`src/rtl/fft_frame_serializer.sv`:
```
// Ping-pong frame store behind the parallel FFT core: captures whole frames on
// frame_valid and replays them one bin per beat on a valid/ready stream.
module fft_frame_serializer #(
    parameter int DATA_WIDTH = 11,
    parameter int POW        = 3,
    parameter int OUT_WIDTH  = DATA_WIDTH + 2*POW,
    parameter int CNT_WIDTH  = 16
) (
    input  logic                               clk,
    input  logic                               rst,
    input  logic [(2**POW)-1:0][OUT_WIDTH-1:0] frame_r,
    input  logic [(2**POW)-1:0][OUT_WIDTH-1:0] frame_i,
    input  logic                               frame_valid,
    output logic signed [OUT_WIDTH-1:0]        m_data_r,
    output logic signed [OUT_WIDTH-1:0]        m_data_i,
    output logic [POW-1:0]                     m_index,
    output logic                               m_sop,
    output logic                               m_eop,
    output logic                               m_valid,
    input  logic                               m_ready,
    output logic                               ovf,
    input  logic                               ovf_clr,
    output logic [CNT_WIDTH-1:0]               drop_cnt
);
    localparam int              N        = 2**POW;
    localparam int              WORD_W   = 2*OUT_WIDTH;
    localparam logic [POW-1:0]  LAST_IDX = POW'(N-1);

    // Bank-level state
    logic [1:0]           r_full;
    logic                 r_wr_bank;
    logic                 r_rd_bank;
    logic [POW-1:0]       r_idx;
    logic                 r_ovf;
    logic [CNT_WIDTH-1:0] r_drop_cnt;

    // Frame storage, one {real, imag} word per bin per bank
    logic [WORD_W-1:0]    r_buf [2][N];

    logic [WORD_W-1:0]    w_bin [N];
    logic [WORD_W-1:0]    w_rd_word;

    logic                 w_valid;
    logic                 w_fire;
    logic                 w_last_beat;
    logic                 w_capture;
    logic                 w_drop;
    logic                 w_cnt_sat;

    logic [1:0]           w_full_next;
    logic                 w_wr_bank_next;
    logic                 w_rd_bank_next;
    logic [POW-1:0]       w_idx_next;
    logic                 w_ovf_next;
    logic [CNT_WIDTH-1:0] w_drop_cnt_next;

    genvar gi;
    generate
        for (gi = 0; gi < N; gi++) begin : g_pack
            assign w_bin[gi] = {frame_r[gi], frame_i[gi]};
        end
    endgenerate

    assign w_valid     = r_full[r_rd_bank];
    assign w_fire      = w_valid & m_ready;
    assign w_last_beat = w_fire & (r_idx == LAST_IDX);

    // A frame may land in the bank whose last beat leaves this very cycle.
    assign w_capture = frame_valid &
                       (~r_full[r_wr_bank] | (w_last_beat & (r_wr_bank == r_rd_bank)));
    assign w_drop    = frame_valid & ~w_capture;
    assign w_cnt_sat = &r_drop_cnt;

    always_comb begin
        w_full_next     = r_full;
        w_wr_bank_next  = r_wr_bank;
        w_rd_bank_next  = r_rd_bank;
        w_idx_next      = r_idx;
        w_ovf_next      = r_ovf;
        w_drop_cnt_next = r_drop_cnt;

        if (w_fire) begin
            if (w_last_beat) begin
                w_idx_next     = '0;
                w_rd_bank_next = ~r_rd_bank;
            end else begin
                w_idx_next = r_idx + 1'b1;
            end
        end

        // Release first, so a same-cycle capture into that bank keeps it full.
        if (w_last_beat) begin
            w_full_next[r_rd_bank] = 1'b0;
        end
        if (w_capture) begin
            w_full_next[r_wr_bank] = 1'b1;
            w_wr_bank_next         = ~r_wr_bank;
        end

        if (w_drop) begin
            w_ovf_next = 1'b1;
            if (!w_cnt_sat) begin
                w_drop_cnt_next = r_drop_cnt + 1'b1;
            end
        end else if (ovf_clr) begin
            w_ovf_next = 1'b0;
        end
    end

    always_ff @(posedge clk) begin
        if (rst) begin
            r_full     <= '0;
            r_wr_bank  <= 1'b0;
            r_rd_bank  <= 1'b0;
            r_idx      <= '0;
            r_ovf      <= 1'b0;
            r_drop_cnt <= '0;
        end else begin
            r_full     <= w_full_next;
            r_wr_bank  <= w_wr_bank_next;
            r_rd_bank  <= w_rd_bank_next;
            r_idx      <= w_idx_next;
            r_ovf      <= w_ovf_next;
            r_drop_cnt <= w_drop_cnt_next;
        end
    end

    always_ff @(posedge clk) begin
        if (rst) begin
            for (int b = 0; b < 2; b++) begin
                for (int k = 0; k < N; k++) begin
                    r_buf[b][k] <= '0;
                end
            end
        end else if (w_capture) begin
            for (int k = 0; k < N; k++) begin
                r_buf[r_wr_bank][k] <= w_bin[k];
            end
        end
    end

    assign w_rd_word = r_buf[r_rd_bank][r_idx];

    assign m_data_r = $signed(w_rd_word[WORD_W-1:OUT_WIDTH]);
    assign m_data_i = $signed(w_rd_word[OUT_WIDTH-1:0]);
    assign m_index  = r_idx;
    assign m_sop    = (r_idx == '0);
    assign m_eop    = (r_idx == LAST_IDX);
    assign m_valid  = w_valid;
    assign ovf      = r_ovf;
    assign drop_cnt = r_drop_cnt;

endmodule

```
`config.mk`:
```
export PLATFORM = sky130hd
export DESIGN_NAME = fft_frame_serializer
export DESIGN_NICKNAME = d
export VERILOG_FILES = /design/src/rtl/fft_frame_serializer.sv
export SDC_FILE = /design/constraint.sdc
export NUM_CORES = 1
export LEC_CHECK = 0
export ABC_AREA = 1
export CORE_MARGIN = 1
export CORE_UTILIZATION = 40
export CTS_CLUSTER_DIAMETER = 60
export DETAILED_ROUTE_END_ITERATION = 12
export SETUP_SLACK_MARGIN = 0.3
export SLEW_MARGIN = 0
export SYNTH_ARGS = -nofsm -noshare
export SYNTH_HDL_FRONTEND = slang
export SYNTH_SLANG_ARGS = --single-unit
```
`constraint.sdc`:
```
create_clock -name clk -period 11.6 [get_ports clk]
set_clock_uncertainty 0.2 [all_clocks]
set_input_delay 2.32 -clock clk [delete_from_list [all_inputs] [get_ports clk]]
set_output_delay 2.32 -clock clk [all_outputs]
set_load 0.01 [all_outputs]
```
### After elaboration in Yosys (flattened, before gate mapping)

Memory sizes are Yosys's and may differ from the RTL's. A register that Yosys moved wholly into a read port is not among the register bits.
Cells that the tools add are included.

* output and inout port bits: 57
* register bits: 24
* bits in writable memories: 544
* bits of input ports: 277
* ROM bits: 0
* logic and storage cells: 65
* memories: 1
* bits in latches: 0

Memories
* r_buf: words 2, width 272, read ports 1, clocked after Yosys merged registers in 1, write ports 2, RTL line 38 `logic [WORD_W-1:0] r_buf [2][N];`

* reductions and logical operators: 8
* shift operators: 0
* eq/ne operators: 2
* bitwise gates (word level): 15
* div/mod/pow operators: 0
* multipliers: 0
* add/subtract/negate cells: 2
* multiplexer cells: 26
* magnitude comparators: 5

Operators with widths (count)
* $mux W272: 1
* $reduce_or A272 Y1: 1
* $bmux W34 S3: 1
* $mux W34: 2
* $mux W1: 17
* $add A16 B1 Y16 const B: 1
* $reduce_and A16 Y1: 1
* $and A1 B1 Y1: 5
* $not A1 Y1: 5
* $ge A4 B4 Y1 const B: 1
* $lt A1 B2 Y1 const B: 2
* $mux W2: 2
* $not A3 Y4: 1
* $reduce_and A2 Y1: 2
* $add A3 B1 Y3 const B: 1
* $eq A3 B3 Y1 const B: 1
* $logic_not A3 Y1: 1
* $mux W3: 1
* $and A2 B2 Y2: 1
* $demux W1 S1: 2
* $ge A1 B1 Y1 const B: 2
* $logic_and A1 B1 Y1: 2
* $not A2 Y2: 1
* $or A2 B2 Y2: 1
* other kinds (3): 3

### Logic depth before layout (Yosys ltp)

Gate-level depths: netlist of run 1.

* depth in word-level cells: 12
* mapped depth: 11
* mapped depth without buffers: 11

### Worst setup path after synthesis of run 1

Ideal clock, no wire load.

* path kind: input to register
* start point: input port m_ready
* end point: memory r_buf[0][0] (netlist bit), enable pin
* buffers on the path: 2
* stages: 8
* setup slack: 1.902 ns
* required time: 10.753 ns
* setup time: 0.647 ns
* data arrival time: 8.851 ns
* cells stage by stage: nand4_2 -> nand2_1 -> nand2_2 -> nor2_4 -> nand2_4 -> buf_6 -> buf_6 -> nand2_1

RTL lines
* start, declared: RTL line 20 `input logic m_ready,`
* end, declared: RTL line 38

### Final worst setup path of run 1

* start point: register r_idx[0], in the netlist m_index[0]
* end point: output port m_data_r[11]

* longest elaborated chain between the ends: 4

Ends and longest elaborated chain
* start, declared: RTL line 33 `logic [POW-1:0] r_idx;`
* start signal, assigned: RTL line 122 `r_idx <= w_idx_next;`
* $not A3 Y4 (not written as such): RTL line 142 `assign w_rd_word = r_buf[r_rd_bank][r_idx];`
* $bmux W34 S3: RTL line 142
* $mux W34 (not written as such) (2 in a row): RTL line 142
* end, declared: RTL line 14 `output logic signed [OUT_WIDTH-1:0] m_data_r,`

No other way between the ends. The select of a mux whose other input is x is not followed.

==> implementation parameters, run 1 <==
Parameter                              Value

Status
  Outcome ... finished clean

Critical path
  Kind of launch point of the worst setup path ... flip-flop
  Worst path depth ... 7
  Element type at the critical path end ... output port
  Cell Chain, Critical Path ... inv_4 -> buf_4 -> o21ai_0 -> o221ai_1 -> o211ai_1 -> nand2_1 -> clkdlybuf4s50_1
  R2R cell count ... 9
  Peak per-stage delay on the critical path ... 970 ps
  Critical path buffers and inverters ... 3
  Data required, critical path ... around 9000 ps
  Family with the most delay on the worst path ... buffers and inverters
  Cell with the largest stage delay on the worst path ... sky130_fd_sc_hd__buf_4
  Largest fanout on the critical path ... 86
  Setup CP Type ... reg -> out
  Arrival time at the worst endpoint ... 4330 ps

Clocking
  Cts bufs inserted ... 67
  Master cell of the clock root buffer ... sky130_fd_sc_hd__clkbuf_16
  Maximum count of clock buffers along a single path ... 3
  Worst-skew pair later-pin latency ... 590 ps
  Clock input transition at the sequential cells of the worst setup and hold paths ... 60 ps
  Count of instances resized after the clock tree is built ... 0
  TritonCTS Sinks ... 569
  Buffers inserted by post-CTS timing repair ... 0
  H-tree lvl count ... 3
  Clock tree from TritonCTS ... done
  Total of hold buffers inserted after clock tree synthesis ... 0

Cells and area
  Share of final-layout standard cells stronger than drive strength 1 ... between 10% and 20%
  Fillers ... 6,078
  Area of the multi-input gates ... 8370 um2
  Nets ... 3,062
  Most common cell after layout, fill and taps aside ... sky130_fd_sc_hd__nor2_1
  Post-Layout Cell Count ... 3,701
  Layout Area Growth over Synthesis ... 20.8%
  Commonest non-fill, non-tap cells in the layout ... 647 x sky130_fd_sc_hd__nor2_1, 544 x sky130_fd_sc_hd__edfxtp_1, 333 x sky130_fd_sc_hd__clkdlybuf4s50_1
  Register area ... 16,800 um2

Global route
  Congestion Overflow GR ... 0
  Vias in the first global route ... a little under 20,000
  Pin count of the biggest net entering global routing ... 154
  Wire length of the first global-routing pass ... roughly 120 mm
  Overall global routing resource usage ... 21.6%
  Number of antenna violations at the first check in global routing ... 10

STA
  Final number of hold-violating endpoints ... 0
  Shortest period the worst path allows ... 6850 ps
  Total Neg Setup Slack ... 0 ps
  Number of slew-limit violations in the final report ... 0
  Maximum achievable frequency ... around 0.15 GHz
  Final setup violating endpoints ... 0
  Max transition margin ... ~14%
  RSZ-0062 raised after global routing ... no
  Period utilisation layout ... 59.1%
  Worst Max-Slew Pin Slew ... 1300 ps

Drt
  Routed wire length per instance ... roughly 20 um
  Number of iterations in the first detailed-routing pass ... 5
  First DRT Iteration DRCs ... 1,503
  Remaining antenna violation count after routing ... 0
  Total DRC errors in the routed layout ... 0
  Number of vias per cell after detailed routing ... 5.24
  Via count ... 19,394
  Total detailed-routing wirelength ... 75.6 mm

Floorplanning
  Die Outline Area ... 69,700 um2
  Y dimension of the die ... 264 um
  Die W ... 264 um
  Row cnt ... 95
  Area of the core region ... 67,500 um2
  I/O Pins ... 334
  Initial Utilization ... 40.7%

Logic synthesis
  Share of the synthesized netlist area taken by xor and xnor gates ... 0.223%
  Post-synth EDFFs ... 544
  Largest family of logic cells by synthesized area ... simple AND/OR/NAND/NOR gates
  Simple-Gate Fraction of Synth Area ... 19.4%
  Post-synthesis async set-or-reset flop share ... 0%
  Net Count, Synth ... roughly 2,800
  Number of synthesis warnings ... 0
  Post-Synthesis Cell Area ... 27,400 um2
  Flip-flop and latch count after synthesis ... between 500 and 600
  Mux contribution to synthesized area ... 0%
  Yosys cell types ... 33
  Cells after Synth ... 2,532
  Post-synthesis adder-cell area fraction ... less than 1%
  Fraction of the mapped netlist area in compound gates ... a little over a tenth
  Part of the Yosys area used for sequential elements ... 61.3%
  Dominant synthesized flop cell ... sky130_fd_sc_hd__edfxtp_1
  Mean instance size in the synthesized netlist ... around 11 um2

Pwr
  Clock share of power ... 38.9%
  Cell area power density ... roughly 160 nW/um2
  Cell Int Power ... 3.97 mW
  LEAKAGE ... 12.8 nW
  Switching Fraction ... 25.0%
  Psw ... between 1 and 1.5 mW
  Part of the total power dissipated in sequential elements ... 47.5%
  Portion of total power attributed to combinational logic ... 13.6%
  Worst supply voltage drop on vdd ... 0.0822 mV

Placed design
  Quantity of I/O buffers inserted on ports ... 333
  Final weighted congestion in routability-driven placement ... about 0.9
  HPWL after DPL ... 43.5 mm
  Placed Cells incl. Taps ... ~3,600

Worst hold path
  Hold Path Depth ... 2
  Worst Hold Class ... reg -> reg

Flow run
  Max Cap Viol ... 0
==> flip-flops by register name (all words and copies together) (netlist names), named ones only <==
name,cells
r_rd_bank,1
m_index,3
r_buf,544
r_wr_bank,1
r_full,2
drop_cnt,16
ovf,1
==> synthesized netlist by cell type (3+ instances only) <==
cell                       instances  share of area, %
sky130_fd_sc_hd__a21oi_1          15              0.27
sky130_fd_sc_hd__buf_2            43              0.78
sky130_fd_sc_hd__nand3_1          33              0.60
sky130_fd_sc_hd__xor2_1            5              0.16
sky130_fd_sc_hd__clkbuf_1         97               1.3
sky130_fd_sc_hd__ha_1              4              0.18
sky130_fd_sc_hd__o221ai_1         94               3.0
sky130_fd_sc_hd__nor2_4          201               8.2
sky130_fd_sc_hd__inv_2             3             0.041
sky130_fd_sc_hd__buf_12           20               1.5
sky130_fd_sc_hd__inv_1           301               4.1
sky130_fd_sc_hd__o22ai_1          42              0.96
sky130_fd_sc_hd__nand2_1         103               1.4
sky130_fd_sc_hd__o21ai_0         280               5.1
sky130_fd_sc_hd__nor2_1          647               8.8
sky130_fd_sc_hd__edfxtp_1        544                60
sky130_fd_sc_hd__dfxtp_1          25               1.8
sky130_fd_sc_hd__nand2_2           3             0.068
sky130_fd_sc_hd__buf_6             8              0.33
sky130_fd_sc_hd__o211ai_1         42               1.1
sky130_fd_sc_hd__nand4_1           3             0.068
==> power groups by stage <==
stage / clock (mW) / combinational [mW] / sequential (mW)
final: 2.06 / 0.721 / 2.51
after global routing: 2.19 / 0.780 / 2.53
after CTS: 2.10 / 0.729 / 2.51
after detailed placement: 0 / 0.726 / 2.55
after global placement: 0 / 0.717 / 2.55
after floorplan: 0 / 0.428 / 2.56
==> cells by family after synthesis <==
kind of cell | count (synthesis)
flops | 569
xor+xnor | 7
simple gates | 995
fa+ha+maj | 4
buf+inv | 480
compound gates | 477
==> tightest hold or removal path: stages, from the launching register on <==
cell                       delay, ps
sky130_fd_sc_hd__dfxtp_2         320
sky130_fd_sc_hd__inv_2            50
sky130_fd_sc_hd__a211oi_1         60
==> routing by layer <==
layer,track usage (%),part of all wire (%),vias up
met5,0,0.17,-
met4,7.10,2.4,18
met3,5.04,7.8,116
met2,34.6,47,677
met1,28.8,42,9505
li1,-,-,9078
==> metrics by stage <==
| step | utilization, % | power, mW | hold slack, ps | worst slack, ps | cell area, um2 |
|---|---|---|---|---|---|
| after detailed placement | 45.9 | 3.28 | 258 | 4960 | 31000 |
| after floorplan | - | 2.99 | 263 | 1900 | 27400 |
| after global routing | 49.1 | 5.49 | 302 | 4560 | 33100 |
| after global placement | 45.9 | 3.26 | 254 | 5020 | 31000 |
| final | 49.1 | 5.29 | 271 | 4750 | 33100 |
| after CTS | 49.1 | 5.34 | 266 | 4710 | 33100 |
==> cell type report <==
cell class / count / area share, %
flip-flops and latches: 569 / 50.8
multi-input cells: 1483 / 25.2
repair buffers: 354 / 10.6
clock buffers: 83 / 5.62
inverters: 306 / 3.52
well taps: 873 / 3.30
clock inverters: 31 / 0.830
diodes: 2 / 0.0151
==> worst paths after layout <==
path | endpoint | slack (ps) | start
worst max-delay path | m_data_r[11] | 4750 | m_index[0]
worst min-delay path | m_index[2] | 270 | m_index[2]
worst max register to register | r_buf[0][181] | 6510 | m_index[2]
worst min register to register | m_index[2] | 270 | m_index[2]
No activity file was read; power rests on OpenSTA's default activity.
==> inputs of run 2 (changes only) <==
clock period = 7.1 ns   (was 11.6 ns; I/O delays follow)
==> implementation parameters, run 2 (synthesis results as in run 1) <==
Parameter                              Value

Critical path
  Critical path buffers and inverters ... 2
  Cell Chain, Critical Path ... buf_4 -> o21ai_0 -> o221ai_1 -> o211ai_1 -> nand2_1 -> clkdlybuf4s50_1
  Data required, critical path ... ~5500 ps
  Setup CP Type ... reg -> out
  Kind of launch point of the worst setup path ... flip-flop
  Element type at the critical path end ... output port
  Arrival time at the worst endpoint ... 4010 ps
  Largest fanout on the critical path ... 94
  Family with the most delay on the worst path ... buffers and inverters
  Startpoint of the worst-slack reg-to-reg timing path ... m_index[1]
  Peak per-stage delay on the critical path ... 940 ps
  Cell with the largest stage delay on the worst path ... sky130_fd_sc_hd__dfxtp_4

Placed design
  Final weighted congestion in routability-driven placement ... 0.875
  Area post-placement ... 31,100 um2
  Pre-CTS setup slack ... 2030 ps
  HPWL after DPL ... 44.8 mm
  Quantity of I/O buffers inserted on ports ... 333

Floorplanning
  Area of the core region ... 67,500 um2
  Initial Utilization ... 40.7%
  Die Outline Area ... 69,700 um2
  Y dimension of the die ... 264 um
  Die W ... ~260 um
  Row cnt ... 95
  I/O Pins ... roughly 330

STA
  RSZ-0062 raised after global routing ... no
  Worst Max-Slew Pin Slew ... 1140 ps
  Maximum achievable frequency ... 0.178 GHz
  Worst-case setup margin in the final layout ... 1470 ps
  Total Neg Setup Slack ... 0 ps
  Period utilisation layout ... 79.3%
  Final number of hold-violating endpoints ... 0
  Final setup violating endpoints ... 0
  Number of slew-limit violations in the final report ... 0
  Shortest period the worst path allows ... 5630 ps
  Max transition margin ... about a quarter
  Worst hold slack across all endpoints ... 277 ps

Cells and area
  Share of final-layout standard cells stronger than drive strength 1 ... 11.9%
  Number of flip-flops under the largest register name ... 544
  Post-route cell area ... 33,200 um2
  Most common cell after layout, fill and taps aside ... sky130_fd_sc_hd__nor2_1
  Top register by number of flip-flops ... r_buf
  Commonest non-fill, non-tap cells in the layout ... 647 x sky130_fd_sc_hd__nor2_1, 544 x sky130_fd_sc_hd__edfxtp_1, 333 x sky130_fd_sc_hd__clkdlybuf4s50_1
  Layout Area Growth over Synthesis ... 20.9%
  Nets ... about 3,000
  Fillers ... 5,949

Drt
  Via count ... 19,285
  Routed wire length per instance ... a little over 20 um
  Remaining antenna violation count after routing ... 0
  Number of iterations in the first detailed-routing pass ... 5
  Total DRC errors in the routed layout ... 0
  Total detailed-routing wirelength ... about 75 mm
  Number of vias per cell after detailed routing ... about 5.2
  First DRT Iteration DRCs ... 1,655

Clocking
  Worst-skew pair later-pin latency ... between 600 and 700 ps
  Clock tree from TritonCTS ... done
  Master cell of the clock root buffer ... sky130_fd_sc_hd__clkbuf_16
  TritonCTS Sinks ... roughly 570
  Clock input transition at the sequential cells of the worst setup and hold paths ... 60 ps
  Count of instances resized after the clock tree is built ... 0
  H-tree lvl count ... 2
  Maximum count of clock buffers along a single path ... 3
  Total of hold buffers inserted after clock tree synthesis ... 0
  Buffers inserted by post-CTS timing repair ... 0
  Cts bufs inserted ... 61

Status
  Outcome ... finished clean

Global route
  Pin count of the biggest net entering global routing ... between 150 and 200
  Congestion Overflow GR ... 0
  Wire length of the first global-routing pass ... 114 mm
  Number of antenna violations at the first check in global routing ... 11
  Overall global routing resource usage ... 21.3%
  Vias in the first global route ... 19,441

Worst hold path
  Worst Hold Class ... reg -> reg
  Launch point of the worst hold path ... ovf

Flow run
  Max Cap Viol ... 0

Pwr
  Cell area power density ... 260 nW/um2
  Worst supply voltage drop on vdd ... between 0.15 and 0.2 mV
  LEAKAGE ... approximately 13 nW
[run 2: tightest hold or removal path: stages, from the launching register on]
cell and delay [ps]:
sky130_fd_sc_hd__dfxtp_1 310, sky130_fd_sc_hd__nand2_1 60, sky130_fd_sc_hd__a21oi_1 60
[run 2: path summary, 6_finish.rpt]
kind	to	slack (ps)	cells past startpoint
max	m_data_r[11]	1470	6
max reg2reg	r_buf[0][138]	2520	9
min	ovf	280	2
min reg2reg	ovf	280	2
[run 2: metal layers]
metal / vias up / GRT usage [%] / part of all wire (%)
li1: 9071 / - / -
met1: 9490 / 28.5 / 43
met2: 592 / 34.1 / 47
met3: 116 / 5.09 / 7.3
met4: 16 / 6.47 / 2.5
met5: - / 0 / 0.13
[run 2: cell type report]
type | count | area (um2) | area share [%]
clock buffers | 77 | 1660 | 5.00
inverters | 306 | 1170 | 3.51
repair buffers | 358 | 3600 | 10.8
multi-input cells | 1483 | 8380 | 25.3
diodes | 1 | 2.50 | 0.00754
well taps | 873 | 1090 | 3.29
clock inverters | 38 | 448 | 1.35
flip-flops and latches | 569 | 16800 | 50.8
[run 2: report_power, final]
group | switching, mW | total [mW] | internal [mW] | leakage (nW)
Clock | 1.33 | 3.34 | 2.01 | 1.02
Sequential | 0.107 | 4.12 | 4.01 | 5.88
Combinational | 0.728 | 1.17 | 0.443 | 5.89
[run 2: per-stage QoR]
stage	utilization, %	total power, mW	instances
floorplan	-	4.86	2532
global placement	46.0	5.34	3589
detailed placement	46.0	5.36	3589
CTS	49.2	8.70	3704
global route	49.2	8.91	3705
finish	49.2	8.63	3705
